===== config.mk =====
export PLATFORM = sky130hd
export DESIGN_NAME = fd_pipeline_register
export DESIGN_NICKNAME = d
export VERILOG_FILES = /design/src/rtl/pipeline_pkg.sv /design/src/rtl/sat_counter.sv /design/src/rtl/fd_pipeline_register.sv
export SDC_FILE = /design/constraint.sdc
export NUM_CORES = 1
export LEC_CHECK = 0
export CAP_MARGIN = 10
export CORE_MARGIN = 5
export CORE_UTILIZATION = 49
export DETAILED_ROUTE_END_ITERATION = 16
export PLACE_DENSITY = 0.88
export SKIP_CTS_REPAIR_TIMING = 1
export SYNTH_ARGS = -nofsm -noshare
export SYNTH_HDL_FRONTEND = slang
export SYNTH_SLANG_ARGS = --single-unit

===== constraint.sdc =====
create_clock -name clk -period 1.93 [get_ports clk]
set_input_delay 0.386 -clock clk [delete_from_list [all_inputs] [get_ports clk]]
set_output_delay 0.386 -clock clk [all_outputs]
set_load 0.005 [all_outputs]

===== src/rtl/pipeline_pkg.sv =====
// Shared types and constants for the fetch/decode pipeline boundary.
package pipeline_pkg;

  localparam logic [15:0] NOP_WORD             = 16'h0000;
  localparam int unsigned IMM_FLAG_BIT_DEFAULT = 15;

  typedef enum logic {
    S_FIRST = 1'b0,
    S_IMM   = 1'b1
  } fd_state_t;

endpackage


===== src/rtl/sat_counter.sv =====
// Saturating up-counter with synchronous clear; holds at all-ones instead of wrapping.
module sat_counter #(
  parameter int unsigned CNT_W = 16
) (
  input  logic             clk_i,
  input  logic             clear_i,
  input  logic             inc_i,
  output logic [CNT_W-1:0] count_o
);

  logic [CNT_W-1:0] count_q, count_d;

  always_comb begin
    count_d = count_q;
    if (inc_i && (count_q != {CNT_W{1'b1}})) begin
      count_d = count_q + {{(CNT_W-1){1'b0}}, 1'b1};
    end
  end

  always_ff @(posedge clk_i) begin
    if (clear_i) begin
      count_q <= '0;
    end else begin
      count_q <= count_d;
    end
  end

  assign count_o = count_q;

endmodule


===== src/rtl/fd_pipeline_register.sv =====
// Fetch/decode stage register: assembles opcode+immediate pairs and presents one
// instruction per valid cycle, honouring stall (hold) and flush (bubble).
module fd_pipeline_register
  import pipeline_pkg::*;
#(
  parameter int unsigned WORD_W       = 16,
  parameter int unsigned IMM_FLAG_BIT = IMM_FLAG_BIT_DEFAULT,
  parameter int unsigned CNT_W        = 16
) (
  input  logic              clk,
  input  logic              reset,
  input  logic [WORD_W-1:0] fetch_word_IN,
  input  logic [WORD_W-1:0] fetch_pc_IN,
  input  logic              fetch_valid_IN,
  input  logic              stall,
  input  logic              flush,
  output logic [WORD_W-1:0] instruction_OUT,
  output logic [WORD_W-1:0] immediate_OUT,
  output logic [WORD_W-1:0] pc_OUT,
  output logic              valid_OUT,
  output logic              two_word_OUT,
  output logic              waiting_imm_OUT,
  output logic [CNT_W-1:0]  bubble_count_OUT
);

  localparam logic [WORD_W-1:0] Nop = WORD_W'(NOP_WORD);

  fd_state_t         state_q, state_d;
  logic [WORD_W-1:0] op_buf_q, op_buf_d;
  logic [WORD_W-1:0] pc_buf_q, pc_buf_d;
  logic [WORD_W-1:0] instr_q, instr_d;
  logic [WORD_W-1:0] imm_q, imm_d;
  logic [WORD_W-1:0] pc_q, pc_d;
  logic              valid_q, valid_d;
  logic              two_q, two_d;
  logic              bubble_inc;

  always_comb begin
    state_d    = state_q;
    op_buf_d   = op_buf_q;
    pc_buf_d   = pc_buf_q;
    instr_d    = instr_q;
    imm_d      = imm_q;
    pc_d       = pc_q;
    valid_d    = valid_q;
    two_d      = two_q;
    bubble_inc = 1'b0;

    if (flush) begin
      state_d    = S_FIRST;
      op_buf_d   = '0;
      pc_buf_d   = '0;
      instr_d    = Nop;
      imm_d      = '0;
      pc_d       = '0;
      valid_d    = 1'b0;
      two_d      = 1'b0;
      bubble_inc = 1'b1;
    end else if (!stall) begin
      if (!fetch_valid_IN) begin
        // Pending S_IMM keeps its buffered opcode; pc_OUT is left as-is.
        instr_d    = Nop;
        imm_d      = '0;
        valid_d    = 1'b0;
        two_d      = 1'b0;
        bubble_inc = 1'b1;
      end else if (state_q == S_IMM) begin
        instr_d = op_buf_q;
        pc_d    = pc_buf_q;
        imm_d   = fetch_word_IN;
        valid_d = 1'b1;
        two_d   = 1'b1;
        state_d = S_FIRST;
      end else if (fetch_word_IN[IMM_FLAG_BIT]) begin
        op_buf_d   = fetch_word_IN;
        pc_buf_d   = fetch_pc_IN;
        instr_d    = Nop;
        imm_d      = '0;
        pc_d       = '0;
        valid_d    = 1'b0;
        two_d      = 1'b0;
        state_d    = S_IMM;
        bubble_inc = 1'b1;
      end else begin
        instr_d = fetch_word_IN;
        pc_d    = fetch_pc_IN;
        imm_d   = '0;
        valid_d = 1'b1;
        two_d   = 1'b0;
      end
    end
  end

  always_ff @(posedge clk) begin
    if (reset) begin
      state_q  <= S_FIRST;
      op_buf_q <= '0;
      pc_buf_q <= '0;
      instr_q  <= Nop;
      imm_q    <= '0;
      pc_q     <= '0;
      valid_q  <= 1'b0;
      two_q    <= 1'b0;
    end else begin
      state_q  <= state_d;
      op_buf_q <= op_buf_d;
      pc_buf_q <= pc_buf_d;
      instr_q  <= instr_d;
      imm_q    <= imm_d;
      pc_q     <= pc_d;
      valid_q  <= valid_d;
      two_q    <= two_d;
    end
  end

  sat_counter #(
    .CNT_W(CNT_W)
  ) u_bubble_cnt (
    .clk_i  (clk),
    .clear_i(reset),
    .inc_i  (bubble_inc),
    .count_o(bubble_count_OUT)
  );

  assign instruction_OUT = instr_q;
  assign immediate_OUT   = imm_q;
  assign pc_OUT          = pc_q;
  assign valid_OUT       = valid_q;
  assign two_word_OUT    = two_q;
  assign waiting_imm_OUT = (state_q == S_IMM);

endmodule


Word-level counts from Yosys, hierarchy flattened
Index checks and enable logic that the tools add are counted.

storage, ports and cells
  flip-flop bits (word level) = 99
  word-level logic and storage cells = 34

cells by class
  eq/ne operators = 1
  bitwise logic cells = 2
  reductions and logical operators = 4
  add/subtract/negate cells = 1
  mux-type cells = 17

operator list
  cell                                           number
  2-to-1 mux 16 bit                              6
  adder 16 x 1 -> 16 bit, second input constant  1
  != test 16 bit, second input constant          1
  2-to-1 mux 15 bit                              1
  2-to-1 mux 1 bit                               10
  AND reduction 4 bit                            1
  inverter 1 bit                                 2
  AND reduction 2 bit                            1
  OR reduction 2 bit                             1
  logical AND 1 bit                              1

Longest topological paths before layout
  word-level depth = 6
  mapped depth = 8

Cells and area by module
Synthesis repeated with hierarchy kept, for this count alone.

second synthesis, totals
  cells, all modules = 439
  area total of the unflattened synthesis = 3950.0 um^2

by module, submodules not included
  module                instances  cells an instance  area an instance (um^2)
  fd_pipeline_register  1          340                3101.7
  sat_counter           1          99                 848.3

Least setup slack after synthesis
OpenSTA, ideal clock, no wires.

  path type = input to register
  start = input fetch_word_IN[15]
  end = register u_bubble_cnt.count_q[15] (netlist: u_bubble_cnt.count_o[15])
  data arrival time = 1.489 ns
  required time = 1.807 ns
  path slack = 0.318 ns
  setup time = 0.123 ns
  stages on the path = 5
  cells stage by stage = buf_4 and2b_1 o2111ai_4 nor4_1 mux2_1

between the ends
  word-level cells in the longest chain between the ends = 6

ends and longest elaborated chain
  element               RTL line                    text
  from (decl)           fd_pipeline_register.sv:12  input logic [WORD_W-1:0] fetch_word_IN,
  2-to-1 mux 1 bit      fd_pipeline_register.sv:74  end else if (fetch_word_IN[IMM_FLAG_BIT]) begin
  2-to-1 mux 1 bit      fd_pipeline_register.sv:67  end else if (state_q == S_IMM) begin
  2-to-1 mux 1 bit      fd_pipeline_register.sv:60  if (!fetch_valid_IN) begin
  2-to-1 mux 1 bit      fd_pipeline_register.sv:59  end else if (!stall) begin
  2-to-1 mux 1 bit      fd_pipeline_register.sv:49  if (flush) begin
  logical AND 1 bit     sat_counter.sv:15           if (inc_i && (count_q != {CNT_W{1'b1}})) begin
  to (signal assigned)  sat_counter.sv:24           count_q <= count_d;
  to (decl)             sat_counter.sv:11           logic [CNT_W-1:0] count_q, count_d;

No other way between the ends.
A chain may end at the register's enable or synchronous reset.

Worst setup path after layout
  start = register state_q (netlist: waiting_imm_OUT)
  end = output waiting_imm_OUT

RTL lines
  element                 RTL line                     text
  from (decl)             fd_pipeline_register.sv:28   fd_state_t state_q, state_d;
  from (signal assigned)  fd_pipeline_register.sv:105  state_q <= state_d;
  to (decl)               fd_pipeline_register.sv:22   output logic waiting_imm_OUT,

No word-level cell between the ends.

==> metrics.md <==
| Metric | Value |
|---|---|
| Status | finished, final reports clean |
| Final RePlAce weighted congestion | 0.809 |
| Total Neg Setup Slack | 0 ns |
| # DRC | 0 |
| IO buf count | 103 |
| Final nets | 620 |
| Remaining Overflow, GRT | 0 |
| CP Max Fanout | 39 |
| RSZ-0062 raised after global routing | false |
| Via count | 3783 |
| Type of the most critical hold path | flip-flop to flip-flop |
| Final core utilization | 0.682 |
| Ant. Diodes | 0 |
| Largest net degree at the start of global routing | 40 |
| Post-synthesis instance total | 477 |
| Worst-path clk slew | roughly 0.08 ns |
| Area of the die | just over 10000 µm² |
| Syn_area_per_cell | between 8 and 9 µm² |
| TritonCTS Buffers | 9 |
| Synth warn | 0 |
| Worst endpoint data arrival time | ~1.5 ns |
| Yosys top cell area share | 0.480 |
| Fin crit period | 1.86 ns |
| Post-DP HPWL | 7390 µm |
| Initial antenna violation count | 0 |
| Cells along the critical path | buf_12 -> clkdlybuf4s50_1 |
| Main flop type after synthesis | dfxtp_1 |
| Dominant cells by area after synthesis | dfxtp_1 (48%), a21oi_1 (6.8%), nand2_1 (6.7%) |
| H-Tree Level Count | 3 |
| Setup-failing EPs final | 0 |
| Final Skew | 0.0140 ns |
| Clock root cell | clkbuf_8 |
| Clock share of power | 0.372 |
| Routed wire length per instance | approximately 15 µm |
| Post-route ant nets | 0 |
| Initial DRC count | 201 |
| Max Buffers Root-to-Sink | 2 |
| CP Class | flip-flop to primary output |
| Synthesized area | around 4100 µm² |
| Number of global-route vias before repair | 3697 |
| Peak Freq | 0.539 GHz |
| Global-route wire length before repair | 17600 µm |
| Syn_nets | 515 |
| Clock Sinks | 99 |
| Internal power | 3.05 mW |
| Register share of total power | 0.526 |
| Syn-to-layout area delta | 35.6% |
| Number of synthesized flops with an enable pin | 0 |
| Via density | 5.47 |
| Switch share | 0.233 |
| Die H | 102 µm |
| Max-cap viol count | 0 |
| Dpl cells | 676 |
| Commonest non-fill, non-tap cell in the layout | clkdlybuf4s50_1 |
| Starting density of the core | 0.503 |
| Final wirelength | ~11000 µm |
| Std cell rows | 33 |
| Fin cells | 692 |
| P_sw | 0.926 mW |
| Total power | 3.98 mW |
| First-pass DRT Iterations | 5 |
| Hold Fails Final Rpt | 0 |
| Layout cells sized above 1 | 0.0920 |
| Horiz. Die Dim | 102 µm |
| Comb power frac | 0.101 |
| IO Pins | approximately 100 |
| Max stage delay on crit path | 0.53 ns |
| FFs w/ async S/R, synth | 0 |
| Leakage | 1.86 nW |
| VDD IR-drop max | 0.298 mV |
| CTS tree | done |
| Slew Limit Headroom | 0.717 |
| #FFs+latches synth | between 90 and 100 |
| Startpoint Class | flip-flop |
| Fin. max-slew vios | 0 |
| Distinct cells, synth | 43 |
| Final Cycle Share | 0.962 |
| Worst-skew pair later-pin latency | 0.36 ns |
| Number of fill cells | 623 |
| Power per cell area | slightly above 700 nW/µm² |
| CP max-delay cell | clkdlybuf4s50_1 |
| Setup crit end kind | primary output |
| Sequential-to-total area share from yosys stat | 0.480 |
| Buffer and inverter count on the worst path | 2 |
| CP top delay family | buffers and inverters |
| Crit path required time | between 1.5 and 2 ns |
| Area leader, netlist | dfxtp_1 |
| Worst-Margin Slew | 0.421 ns |
| Gr usage total | 0.212 |
| Commonest non-fill, non-tap cells in the layout | clkdlybuf4s50_1 (103), dfxtp_1 (98), nand2_1 (74), nor2_1 (60), a21oi_1 (56) |
| Area of the core | 8220 µm² |
per-layer routing:
layer | vias up | global-route usage | wire, µm | part of all wire
li1 | 1887 | - | - | -
met1 | 1764 | 0.276 | 4610 | 0.43
met2 | 119 | 0.351 | 5240 | 0.49
met3 | 13 | 0.0448 | 603 | 0.057
met4 | 0 | 0.0726 | 153 | 0.014
met5 | - | 0 | 0 | 0
Yosys cell counts, drive strengths merged (2+ instances only):
cell / instances
dfxtp: 99
nand4: 6
and2: 2
inv: 4
nor3: 2
or2: 2
clkbuf: 19
a211oi: 19
mux2: 6
mux2i: 17
o31ai: 5
or3: 2
a22oi: 17
or4: 4
buf: 19
nor4: 4
nand2b: 5
a2bb2oi: 15
o21ai: 3
nor2: 61
nand2: 74
nor2b: 7
o31a: 2
o21a: 2
a21oi: 56
nor3b: 16
power groups by stage:
stage | clock, mW | sequential, mW | combinational, mW
floorplan | 0 | 2.14 | 0.198
global placement | 0 | 2.14 | 0.391
detailed placement | 0 | 2.14 | 0.401
CTS | 1.51 | 2.09 | 0.403
global route | 1.61 | 2.10 | 0.444
finish | 1.48 | 2.09 | 0.403
registers in the layout, indices dropped and copies added, names as in the netlist:
name / cells
pc_buf_q: 16
valid_OUT: 1
pc_OUT: 16
op_buf_q: 16
waiting_imm_OUT: 1
two_word_OUT: 1
u_bubble_cnt.count_o: 16
immediate_OUT: 16
instruction_OUT: 16
through the flow:
step | cell area (µm²) | setup slack (ns) | hold slack [ns]
floorplan | 4130 | 0.318 | 0.436
global placement | 5360 | -0.105 | 0.441
detailed placement | 5360 | -0.161 | 0.446
CTS | 5590 | -0.141 | 0.459
global route | 5600 | 0.00672 | 0.480
finish | 5600 | 0.0740 | 0.459
worst min-delay path: stages, from the launching register on:
cell     delay [ns]
dfxtp_1        0.32
nand2_1        0.05
a21oi_1        0.05
worst paths after layout:
path	from	end	cells after the start	slack, ns
setup / recovery	waiting_imm_OUT$_SDFFE_PP0P_	waiting_imm_OUT	2	0.07
hold / removal	pc_buf_q[2]$_SDFFE_PP0P_	pc_buf_q[2]$_SDFFE_PP0P_	2	0.46
setup reg to reg	u_bubble_cnt.count_o[0]$_SDFFE_PP0P_	u_bubble_cnt.count_o[3]$_SDFFE_PP0P_	5	0.14
hold reg to reg	pc_buf_q[2]$_SDFFE_PP0P_	pc_buf_q[2]$_SDFFE_PP0P_	2	0.46
kinds of logic after synthesis:
| kind of cell | share of synthesized area |
|---|---|
| compound gates | 0.203 |
| flops | 0.480 |
| simple gates | 0.212 |
| buf+inv | 0.0439 |
| mux | 0.0576 |
| fa+ha+maj | 0.00303 |
cell type report:
class	count	area (µm²)	area share
Tap cell	105	131	0.0235
Multi-Input combinational cell	336	1970	0.352
Timing Repair Buffer	132	1270	0.227
Sequential cell	99	1980	0.354
Inverter	4	15.0	0.00268
Clock inverter	5	85.1	0.0152
Clock buffer	11	141	0.0252
Note: power is estimated with default switching activity, not from simulation.
